File: config.mk
export PLATFORM = sky130hd
export DESIGN_NAME = word_packer
export DESIGN_NICKNAME = d
export VERILOG_FILES = /design/src/rtl/word_packer_pkg.sv /design/src/rtl/word_packer_formatter.sv /design/src/rtl/word_packer.sv
export SDC_FILE = /design/constraint.sdc
export NUM_CORES = 1
export LEC_CHECK = 0
export CORE_MARGIN = 2
export CORE_UTILIZATION = 40
export DETAILED_ROUTE_END_ITERATION = 12
export PLACE_DENSITY = 0.69
export SETUP_SLACK_MARGIN = 0.05
export SLEW_MARGIN = 20
export SYNTH_ARGS = -nofsm -noshare
export SYNTH_HDL_FRONTEND = slang
export SYNTH_SLANG_ARGS = --single-unit
File: constraint.sdc
create_clock -name i_clk -period 2.85 [get_ports i_clk]
set_clock_uncertainty 0.15 [all_clocks]
set_input_delay 0.4275 -clock i_clk [delete_from_list [all_inputs] [get_ports i_clk]]
set_output_delay 0.4275 -clock i_clk [all_outputs]
set_load 0.005 [all_outputs]
File: src/rtl/word_packer_pkg.sv
// Shared constants for the word packer / unpacker pair: code points,
// secondary-code points, field lengths and the length lookup.
package wordpack_pkg;

   localparam int LINE_W     = 128;               // output line width
   localparam int CODE_W     = 2;                 // code / code_bak width
   localparam int DICT_WORDS = 16;                // dictionary entries
   localparam int IDX_W      = $clog2(DICT_WORDS);
   localparam int LEN_W      = 6;                 // field-length width
   localparam int PAYLOAD_W  = 32;                // literal input width
   localparam int FIELD_W    = 34;                // longest field

   // Primary codes
   localparam logic [CODE_W-1:0] CODE_ZZZZ = 2'b00;
   localparam logic [CODE_W-1:0] CODE_XXXX = 2'b01;
   localparam logic [CODE_W-1:0] CODE_MMMM = 2'b10;
   localparam logic [CODE_W-1:0] CODE_EXT  = 2'b11;

   // Secondary codes, meaningful only under CODE_EXT
   localparam logic [CODE_W-1:0] BAK_MMXX = 2'b00;
   localparam logic [CODE_W-1:0] BAK_ZZZX = 2'b01;
   localparam logic [CODE_W-1:0] BAK_MMMX = 2'b10;
   localparam logic [CODE_W-1:0] BAK_MXXX = 2'b11;

   // Field lengths in bits, code bits included
   localparam logic [LEN_W-1:0] LEN_ZZZZ = 6'd2;
   localparam logic [LEN_W-1:0] LEN_XXXX = 6'd34;
   localparam logic [LEN_W-1:0] LEN_MMMM = 6'd6;
   localparam logic [LEN_W-1:0] LEN_MMXX = 6'd24;
   localparam logic [LEN_W-1:0] LEN_ZZZX = 6'd12;
   localparam logic [LEN_W-1:0] LEN_MMMX = 6'd16;
   localparam logic [LEN_W-1:0] LEN_MXXX = 6'd32;

   // Field length for a code pair; the unpacker's length generator uses
   // the same table so both ends always agree on field boundaries.
   function automatic logic [LEN_W-1:0] field_len(input logic [CODE_W-1:0] code,
                                                  input logic [CODE_W-1:0] code_bak);
      logic [LEN_W-1:0] len;
      case (code)
         CODE_ZZZZ: len = LEN_ZZZZ;
         CODE_XXXX: len = LEN_XXXX;
         CODE_MMMM: len = LEN_MMMM;
         CODE_EXT: begin
            case (code_bak)
               BAK_MMXX: len = LEN_MMXX;
               BAK_ZZZX: len = LEN_ZZZX;
               BAK_MMMX: len = LEN_MMMX;
               BAK_MXXX: len = LEN_MXXX;
               default:  len = LEN_ZZZZ;
            endcase
         end
         default: len = LEN_ZZZZ;
      endcase
      return len;
   endfunction

endpackage

File: src/rtl/word_packer_formatter.sv
// Combinational field builder: turns one encoded word into a right-aligned
// variable-length field (code in the low bits) plus its length.
module word_formatter
   import wordpack_pkg::*;
(
   input  logic [CODE_W-1:0]    code,
   input  logic [CODE_W-1:0]    code_bak,
   input  logic [IDX_W-1:0]     idx,
   input  logic [PAYLOAD_W-1:0] payload,
   output logic [FIELD_W-1:0]   field,
   output logic [LEN_W-1:0]     len
);

   // Assemble the field bits for the selected code; unused bits stay zero
   always_comb begin
      field = {FIELD_W{1'b0}};
      len   = field_len(code, code_bak);
      case (code)
         CODE_ZZZZ: field = {32'h0, code};
         CODE_XXXX: field = {payload, code};
         CODE_MMMM: field = {28'h0, idx, code};
         CODE_EXT: begin
            case (code_bak)
               BAK_MMXX: field = {10'h0, payload[15:0], idx, code_bak, code};
               BAK_ZZZX: field = {22'h0, payload[7:0], code_bak, code};
               BAK_MMMX: field = {18'h0, payload[7:0], idx, code_bak, code};
               BAK_MXXX: field = {2'h0, payload[23:0], idx, code_bak, code};
               default:  field = {FIELD_W{1'b0}};
            endcase
         end
         default: field = {FIELD_W{1'b0}};
      endcase
   end

endmodule

File: src/rtl/word_packer.sv
// Bit packer: appends formatted fields LSB-first into a continuous stream
// and hands out WIDTH-bit lines; a flush emits the trailing partial line.
module word_packer
   import wordpack_pkg::*;
#(
   parameter int WIDTH  = LINE_W,
   parameter int CODE   = CODE_W,
   parameter int WORD   = DICT_WORDS,
   parameter int LENGTH = LEN_W
) (
   input  logic                       i_clk,
   input  logic                       i_reset,
   input  logic                       i_valid,
   output logic                       o_ready,
   input  logic [CODE-1:0]            i_code,
   input  logic [CODE-1:0]            i_code_bak,
   input  logic [$clog2(WORD)-1:0]    i_idx,
   input  logic [31:0]                i_payload,
   input  logic                       i_flush,
   output logic                       o_line_valid,
   input  logic                       i_line_ready,
   output logic [WIDTH-1:0]           o_line,
   output logic [$clog2(WIDTH):0]     o_line_bits,
   output logic                       o_flush_done
);

   localparam int FILL_W = $clog2(2*WIDTH);
   localparam int BITS_W = $clog2(WIDTH) + 1;
   localparam logic [FILL_W-1:0] FILL_LINE = FILL_W'(WIDTH);

   logic [FIELD_W-1:0]   field_s;
   logic [LENGTH-1:0]    len_s;
   logic [2*WIDTH-1:0]   field_shift_s;
   logic [WIDTH-1:0]     tail_mask_s;
   logic                 ready_s;
   logic                 accept_s;
   logic                 slot_free_s;
   logic                 move_s;
   logic                 flush_emit_s;
   logic                 flush_empty_s;
   logic                 flush_taken_s;

   logic [2*WIDTH-1:0]   acc_r;
   logic [FILL_W-1:0]    fill_r;
   logic                 flush_pend_r;
   logic                 flush_line_r;   // slot currently holds the flush line
   logic                 line_valid_r;
   logic [WIDTH-1:0]     line_r;
   logic [BITS_W-1:0]    line_bits_r;
   logic                 flush_done_r;

   word_formatter u_formatter (
      .code     (i_code),
      .code_bak (i_code_bak),
      .idx      (i_idx),
      .payload  (i_payload),
      .field    (field_s),
      .len      (len_s)
   );

   // Handshake and move/flush decisions; accept, move and flush-emit are
   // mutually exclusive because they need disjoint fill/flush states.
   always_comb begin
      ready_s       = !i_reset && (fill_r < FILL_LINE) && !flush_pend_r;
      accept_s      = i_valid && ready_s;
      slot_free_s   = !line_valid_r || i_line_ready;
      move_s        = (fill_r >= FILL_LINE) && slot_free_s;
      flush_emit_s  = flush_pend_r && !flush_line_r && (fill_r != {FILL_W{1'b0}})
                      && (fill_r < FILL_LINE) && slot_free_s;
      flush_empty_s = flush_pend_r && !flush_line_r && (fill_r == {FILL_W{1'b0}});
      flush_taken_s = line_valid_r && i_line_ready && flush_line_r;
      field_shift_s = {{(2*WIDTH-FIELD_W){1'b0}}, field_s} << fill_r;
      tail_mask_s   = ~({WIDTH{1'b1}} << fill_r);
   end

   // Accumulator and fill counter: append on accept, drop a line on move
   always_ff @(posedge i_clk) begin
      if (i_reset) begin
         acc_r  <= {(2*WIDTH){1'b0}};
         fill_r <= {FILL_W{1'b0}};
      end else if (accept_s) begin
         acc_r  <= acc_r | field_shift_s;
         fill_r <= fill_r + {{(FILL_W-LENGTH){1'b0}}, len_s};
      end else if (move_s) begin
         acc_r  <= acc_r >> WIDTH;
         fill_r <= fill_r - FILL_LINE;
      end else if (flush_emit_s) begin
         acc_r  <= {(2*WIDTH){1'b0}};
         fill_r <= {FILL_W{1'b0}};
      end else begin
         acc_r  <= acc_r;
         fill_r <= fill_r;
      end
   end

   // Output slot: load a full or flush line when free, hold while stalled
   always_ff @(posedge i_clk) begin
      if (i_reset) begin
         line_valid_r <= 1'b0;
         line_r       <= {WIDTH{1'b0}};
         line_bits_r  <= {BITS_W{1'b0}};
         flush_line_r <= 1'b0;
      end else if (move_s) begin
         line_valid_r <= 1'b1;
         line_r       <= acc_r[WIDTH-1:0];
         line_bits_r  <= BITS_W'(WIDTH);
         flush_line_r <= 1'b0;
      end else if (flush_emit_s) begin
         line_valid_r <= 1'b1;
         line_r       <= acc_r[WIDTH-1:0] & tail_mask_s;
         line_bits_r  <= BITS_W'(fill_r);
         flush_line_r <= 1'b1;
      end else if (line_valid_r && i_line_ready) begin
         line_valid_r <= 1'b0;
         flush_line_r <= 1'b0;
      end else begin
         line_valid_r <= line_valid_r;
         flush_line_r <= flush_line_r;
      end
   end

   // Flush control: latch the request, finish when the tail line is taken
   // or immediately when nothing is left to emit
   always_ff @(posedge i_clk) begin
      if (i_reset) begin
         flush_pend_r <= 1'b0;
         flush_done_r <= 1'b0;
      end else if (flush_taken_s || flush_empty_s) begin
         flush_pend_r <= 1'b0;
         flush_done_r <= 1'b1;
      end else if (i_flush && !flush_pend_r) begin
         flush_pend_r <= 1'b1;
         flush_done_r <= 1'b0;
      end else begin
         flush_pend_r <= flush_pend_r;
         flush_done_r <= 1'b0;
      end
   end

   assign o_ready      = ready_s;
   assign o_line_valid = line_valid_r;
   assign o_line       = line_r;
   assign o_line_bits  = line_bits_r;
   assign o_flush_done = flush_done_r;

endmodule

# ---- Word-level counts from Yosys, hierarchy flattened
# Cells that the tools add are included.
# Widths: inputs -> output; s select.
dict set report word_totals {
  out_inout_bits 139
  wordCells 70
  reg_bits 404
}
dict set report op_classes {
  n_shift 2
  n_lt_le_gt_ge 2
  reduce_logical 28
  n_addsub 2
  eq_ne 6
  n_mux 18
  bitwise 3
}
# op count
set op_table {}
lappend op_table {{$mux 256} 3}
lappend op_table {{$pmux 34 s4} 2}
lappend op_table {{$mux 128} 2}
lappend op_table {{$or 256x256->256} 1}
lappend op_table {{$shl 34x8->256} 1}
lappend op_table {{$and 128x128->128} 1}
lappend op_table {{$not 128->128} 1}
lappend op_table {{$shl 128x8->128 const A} 1}
lappend op_table {{$pmux 6 s4} 2}
lappend op_table {{$mux 8} 5}
lappend op_table {{$logic_and 1x1->1} 12}
lappend op_table {{$add 8x6->8} 1}
lappend op_table {{$eq 2x2->1 const B} 4}
lappend op_table {{$ge 8x8->1 const B} 1}
lappend op_table {{$logic_not 8->1} 1}
lappend op_table {{$lt 8x8->1 const B} 1}
lappend op_table {{$reduce_bool 8->1} 1}
lappend op_table {{$sub 8x8->8 const B} 1}
lappend op_table {{$reduce_bool 3->1} 2}
lappend op_table {{$eq 2x1->1 const B} 2}
lappend op_table {{$logic_not 1->1} 4}
lappend op_table {{$logic_not 2->1} 2}
lappend op_table {{$mux 1} 4}
lappend op_table {{$reduce_bool 2->1} 2}
lappend op_table {{2 further kinds} 4}

# ---- Longest topological paths before layout
# Gate-level depths: netlist (run 1).
dict set report depth {
  word_depth 8
  ltp_mapped 12
}

# ---- Modules after synthesis
# Synthesis (run 1) repeated with hierarchy kept, for this count alone.
dict set report hier_totals {
  cells_unflattened 2353
  hier_area_um2 19864.1
}
# module cells_each n_inst seq_area_each_um2 area_each_um2
set by_module_without_submodules {}
lappend by_module_without_submodules {word_packer 2253 1 8087.8 19218.4}
lappend by_module_without_submodules {word_formatter 100 1 0.0 645.6}

# ---- Least setup slack after synthesis (run 1)
# Ideal clock, no wire load.
dict set report synth_timing {
  path_type {input -> register}
  start {in i_code[0]}
  end {reg fill_r[6]}
  stages 12
  t_required_ns 2.569
  path_buffers 3
  slack_ns 0.127
  setup_ns 0.131
  t_arrival_ns 2.442
  cell_sequence {buf_2 -> buf_2 -> buf_1 -> a21oi_1 -> ha_1 -> a21o_1 -> a21oi_1 -> nor2b_1 -> o21a_1 -> o21ai_0 -> mux2i_1 -> nor3_1}
}
dict set report synth_between {
  elab_chain_len 4
  word_cells_on_any_way 7
  cone_classes {1 x add/sub; 3 x eq/ne; 2 x mux; 1 x reduce/logical}
}
# element line
set synth_rtl {}
lappend synth_rtl {{start, declared} word_packer.sv:15} ;# input logic [CODE-1:0] i_code,
lappend synth_rtl {{$eq 2x2->1, or another cell as far along} word_packer_pkg.sv:39} ;# case (code)
lappend synth_rtl {{$pmux 6 s4 (*)} word_packer_pkg.sv:39}
lappend synth_rtl {{$add 8x6->8 (*)} word_packer.sv:83} ;# fill_r <= fill_r + {{(FILL_W-LENGTH){1'b0}}, len_s};
lappend synth_rtl {{$mux 8 (*)} word_packer.sv:81} ;# end else if (accept_s) begin
lappend synth_rtl {{end signal, assigned} word_packer.sv:80} ;# fill_r <= {FILL_W{1'b0}};
lappend synth_rtl {{end signal, assigned} word_packer.sv:83}
lappend synth_rtl {{end signal, assigned} word_packer.sv:86} ;# fill_r <= fill_r - FILL_LINE;
lappend synth_rtl {{end, declared} word_packer.sv:44} ;# logic [FILL_W-1:0] fill_r;
# Mark *: on every way between the ends. The rest lies on a longest branch, timed or not.
# A chain may end at the register's enable or synchronous reset.

# ---- Worst setup path after layout (run 1)
dict set report layout_timing {
  start {in i_code[0]}
  end {reg acc_r[109]}
}
dict set report layout_between {
  elab_chain_len 5
  word_cells_on_any_way 9
  cone_classes {3 x eq/ne; 1 x shift; 3 x mux; 1 x bitwise; 1 x reduce/logical}
}
# element line
set layout_rtl {}
lappend layout_rtl {{$pmux 34 s4, or another cell as far along} word_packer_formatter.sv:23} ;# case (code_bak)
lappend layout_rtl {{$pmux 34 s4 (*)} word_packer_formatter.sv:18} ;# case (code)
lappend layout_rtl {{$shl 34x8->256 (*)} word_packer.sv:72} ;# field_shift_s = {{(2*WIDTH-FIELD_W){1'b0}}, field_s} << fill_r;
lappend layout_rtl {{$or 256x256->256 (*)} word_packer.sv:82} ;# acc_r <= acc_r | field_shift_s;
lappend layout_rtl {{$mux 256 (*)} word_packer.sv:81}
lappend layout_rtl {{end signal, assigned} word_packer.sv:79} ;# acc_r <= {(2*WIDTH){1'b0}};
lappend layout_rtl {{end signal, assigned} word_packer.sv:82}
lappend layout_rtl {{end signal, assigned} word_packer.sv:85} ;# acc_r <= acc_r >> WIDTH;
lappend layout_rtl {{end, declared} word_packer.sv:43} ;# logic [2*WIDTH-1:0] acc_r;
# Mark *: on every way between the ends. The rest lies on a longest branch, timed or not. The select of a mux whose other input is x is not followed.

==> results of run 1 <==
## repair_timing
| action | CTS | global route |
|---|---|---|
| gates cloned | 0 | 1 |
| resized for setup | 4 | 11 |
| hold endpoints to repair | 0 | 0 |
| endpoints found under the setup margin | 84 | 110 |
| pin swaps | 1 | 2 |
## power groups by stage
stage	clock (µW)	sequential [µW]	combinational, µW
global route	6370	5720	2140
global placement	0	5840	1990
CTS	6150	5720	2000
floorplan	0	5810	849
finish	6120	5720	2090
detailed placement	0	5840	1990
## per-layer routing
metal  routed length (µm)  vias to the layer above  GRT usage, %
li1                     -                     8960             -
met1                37500                     9595          50.8
met2                38100                     1242          55.2
met3                 9930                      285          9.27
met4                 5170                        2          18.2
met5                   13                        -             0
## cell families after synthesis
group / Yosys count / share of synthesized area, %
AO/OA/AOI/OAI: 751 / 27.8
XOR/XNOR: 5 / 0.277
adder cells (fa/ha/maj): 6 / 0.446
buffers and inverters: 206 / 5.01
flip-flops: 402 / 43.5
multiplexers: 48 / 2.80
other: 1 / 0.0203
AND/OR/NAND/NOR: 796 / 20.1
## cell usage in the layout, fill, tap and decap left out, types with 7 or more instances in the layout
master	netlist	routed
o21ai_0	113	112
dfxtp_1	402	398
o21a_1	16	16
o22ai_1	26	26
buf_4	11	371
a221oi_1	13	12
buf_12	0	23
nand2b_1	16	16
a222oi_1	18	18
and2_1	104	103
nand3_1	138	138
a21oi_1	221	220
clkdlybuf4s50_1	0	180
clkinv_2	0	7
clkbuf_8	0	13
o21ai_1	11	12
o211ai_1	27	27
and3_1	12	12
a21o_1	10	10
o32ai_1	9	8
mux2_2	9	9
a32oi_1	9	9
inv_1	10	10
a22o_1	60	60
a31oi_1	16	16
nand4_1	7	7
a22oi_1	70	69
nor2b_1	16	14
nand2_1	312	312
nor3_1	22	22
mux2i_1	36	34
a211oi_1	9	9
clkbuf_16	0	45
o221ai_1	25	25
nor2_1	132	129
a221o_1	18	18
## final timing paths
check / endpoint / cells after the start
min: fill_r[3] / 3
max: acc_r[109] / 12
max reg2reg: acc_r[32] / 6
min reg2reg: o_line[74] / 2
## metrics by stage
step | total power (µW) | setup WS, ns | utilization (%) | TNS, ns | cells
after floorplan | 6660 | 0.127 | - | 0 | 2215
after global placement | 7830 | -0.644 | 51.5 | -51.31 | 3199
after detailed placement | 7830 | -0.664 | 51.5 | -51.80 | 3199
after CTS | 13900 | 0.0678 | 55.0 | 0 | 3280
after global routing | 14200 | 0.0382 | 55.1 | 0 | 3281
final | 13900 | 0.0757 | 55.1 | 0 | 3283
## synth_stat cells (22+ instances only)
| master | count | area, µm² |
|---|---|---|
| o211ai_1 | 27 | 203 |
| o21ai_0 | 113 | 566 |
| a22o_1 | 60 | 526 |
| nor3_1 | 22 | 110 |
| nand3_1 | 138 | 691 |
| a22oi_1 | 70 | 526 |
| o221ai_1 | 25 | 219 |
| dfxtp_1 | 402 | 8050 |
| clkbuf_1 | 98 | 368 |
| mux2i_1 | 36 | 360 |
| nor2_1 | 132 | 495 |
| o22ai_1 | 26 | 163 |
| buf_2 | 58 | 290 |
| and2_1 | 104 | 651 |
| nand2_1 | 312 | 1170 |
| a21oi_1 | 221 | 1110 |
## layout make-up
cell class / count / area, µm² / share of cell area [%]
clock buffers: 63 / 1320 / 5.27
multi-input cells: 1608 / 9630 / 38.3
clock inverters: 18 / 244 / 0.971
flip-flops and latches: 402 / 8060 / 32.1
repair buffers: 576 / 5060 / 20.2
diodes: 2 / 5.00 / 0.0199
inverters: 14 / 53.8 / 0.214
well taps: 600 / 751 / 2.99
## critical path, delay by kind of cell
kind	cells	cell delay (ns)
AOI/OAI and AO/OA	3	0.83
and+or+nand+nor	4	0.68
buffers and inverters	5	1.10
## registers in the layout, summed over array words and instances (netlist names)
name          cells
acc_r           256
fill_r            7
flush_line_r      1
flush_pend_r      1
o_flush_done      1
o_line          128
o_line_bits       7
o_line_valid      1
==> out/metrics.cfg, run 1 <==
[finish]
syn_to_final_growth_pct=35.7
drive_gt1_share_pct=20.1
fin_nets=2698
fillers=4230
fin_area_mm2=0.0251

[logic_synthesis]
async_reset_ff_share_pct=0
synth_fp_nets=2266
yosys_warnings=0
netlist-cell-type-count=97
synth_area_mm2=0.0185
synth.yosys.seq_area_share_pct=43.5
postSynthAreaPerCell_um2=8.36
syn_inst=2215
synth-seq-cells=402
synth_edf_count=0
yosys_most_used_dff=dfxtp_1

[power_and_ir_drop]
ir_worst_vdd_uv=469
switching_share_pct=27.7
internal-power_uw=10100
leakage_uw=0.00949
p_per_area_mw_per_mm2=554
power_frac_clock_pct=43.9
switchingPower_uw=3860
comb_power_share_pct=15.0
p_seq_share_pct=41.1

[floorplanning]
die_area_mm2=0.0480
rows=78
core_region_area_mm2=0.0456
die_w_um=219
fp.dieH_um=219
start_util_pct=40.6
top_level_ports=184

[critical_path]
arrival_ns=3.06
worstSetupStartpointType=primary input
cp_slowest_cell=a221o_1
worst_ep_required_time_ns=3.13
timing_worst_setup_path_type=in2reg
crit_top_cell=buf_4
critPathMaxFanout=10
max_stage_delay_ns=0.40
r2r-start=fill_r[5]
cp-startpoint=i_code[0]
regToRegSetupSlack_ns=0.10
end_kind=flip-flop
worstPathCellList=clkdlybuf4s50_1 -> buf_4 -> nor2b_1 -> buf_4 -> a221o_1 -> and2_0 -> a32oi_1 -> buf_4 -> nand2_1 -> nand2_1 -> buf_12 -> o221ai_1

[global_route]
grt_max_degree=68
grt_pass1_wl_um=132000
antenna_found_initial=3
grt_pass1_vias=19446
grtUsageTotal_pct=37.4
grt-ovfl-total=0

[placed_design]
dpl.hpwl_um=67100
place.gp.congestion=1.02
port_buffers=182
placed_cell_area_mm2=0.0235

[timing]
slew_viol_final=0
maxSlewHeadroom_pct=41.0
rsz0062_at_grt=true
finalHoldViolations=0
tightestPinTransition_ns=0.883
fin_crit_ns=2.77
setup_violations=0
fmax_ghz=0.360
fin_crit_sh_pct=97.3
holdWs_ns=0.200

[routing]
vias=20084
post_drt_wl_per_cell_um=27.6
drt_first_pass_iters=9
drc=0
routed_wirelength_um=90700
postRouteAntennaNets=0
dr.first_iter.drc_count=2509
vias_per_cell=6.12

[clock_tree]
clock_latency_ns=0.60
cts-hold-fix-buffers=0
postCtsSetupRepairBufs=0
cts_made_buffers=45
cts_htree_levels=2
clock_path_buffers=3
clkTransAtPathRegs_ns=0.06
clkSinkCount=402
root_buffer=clkbuf_16
cts_tree=done

[flow_run]
max_cap_viol_count=0

[min_path]
hp-class=in2reg
min_from=i_reset

[outcome]
status=completed

(Power assumes the default switching activity.)
==> run 2, diff against run 1 <==
--- a/config.mk
+++ b/config.mk
@@ -5,6 +5,7 @@
 export SDC_FILE = /design/constraint.sdc
 export NUM_CORES = 1
 export LEC_CHECK = 0
+export ABC_CLOCK_PERIOD_IN_PS = 2850
 export CORE_MARGIN = 2
 export CORE_UTILIZATION = 40
 export DETAILED_ROUTE_END_ITERATION = 12
==> results of run 2 <==
No change in the layout: final DEF, timing and power equal those of run 1.
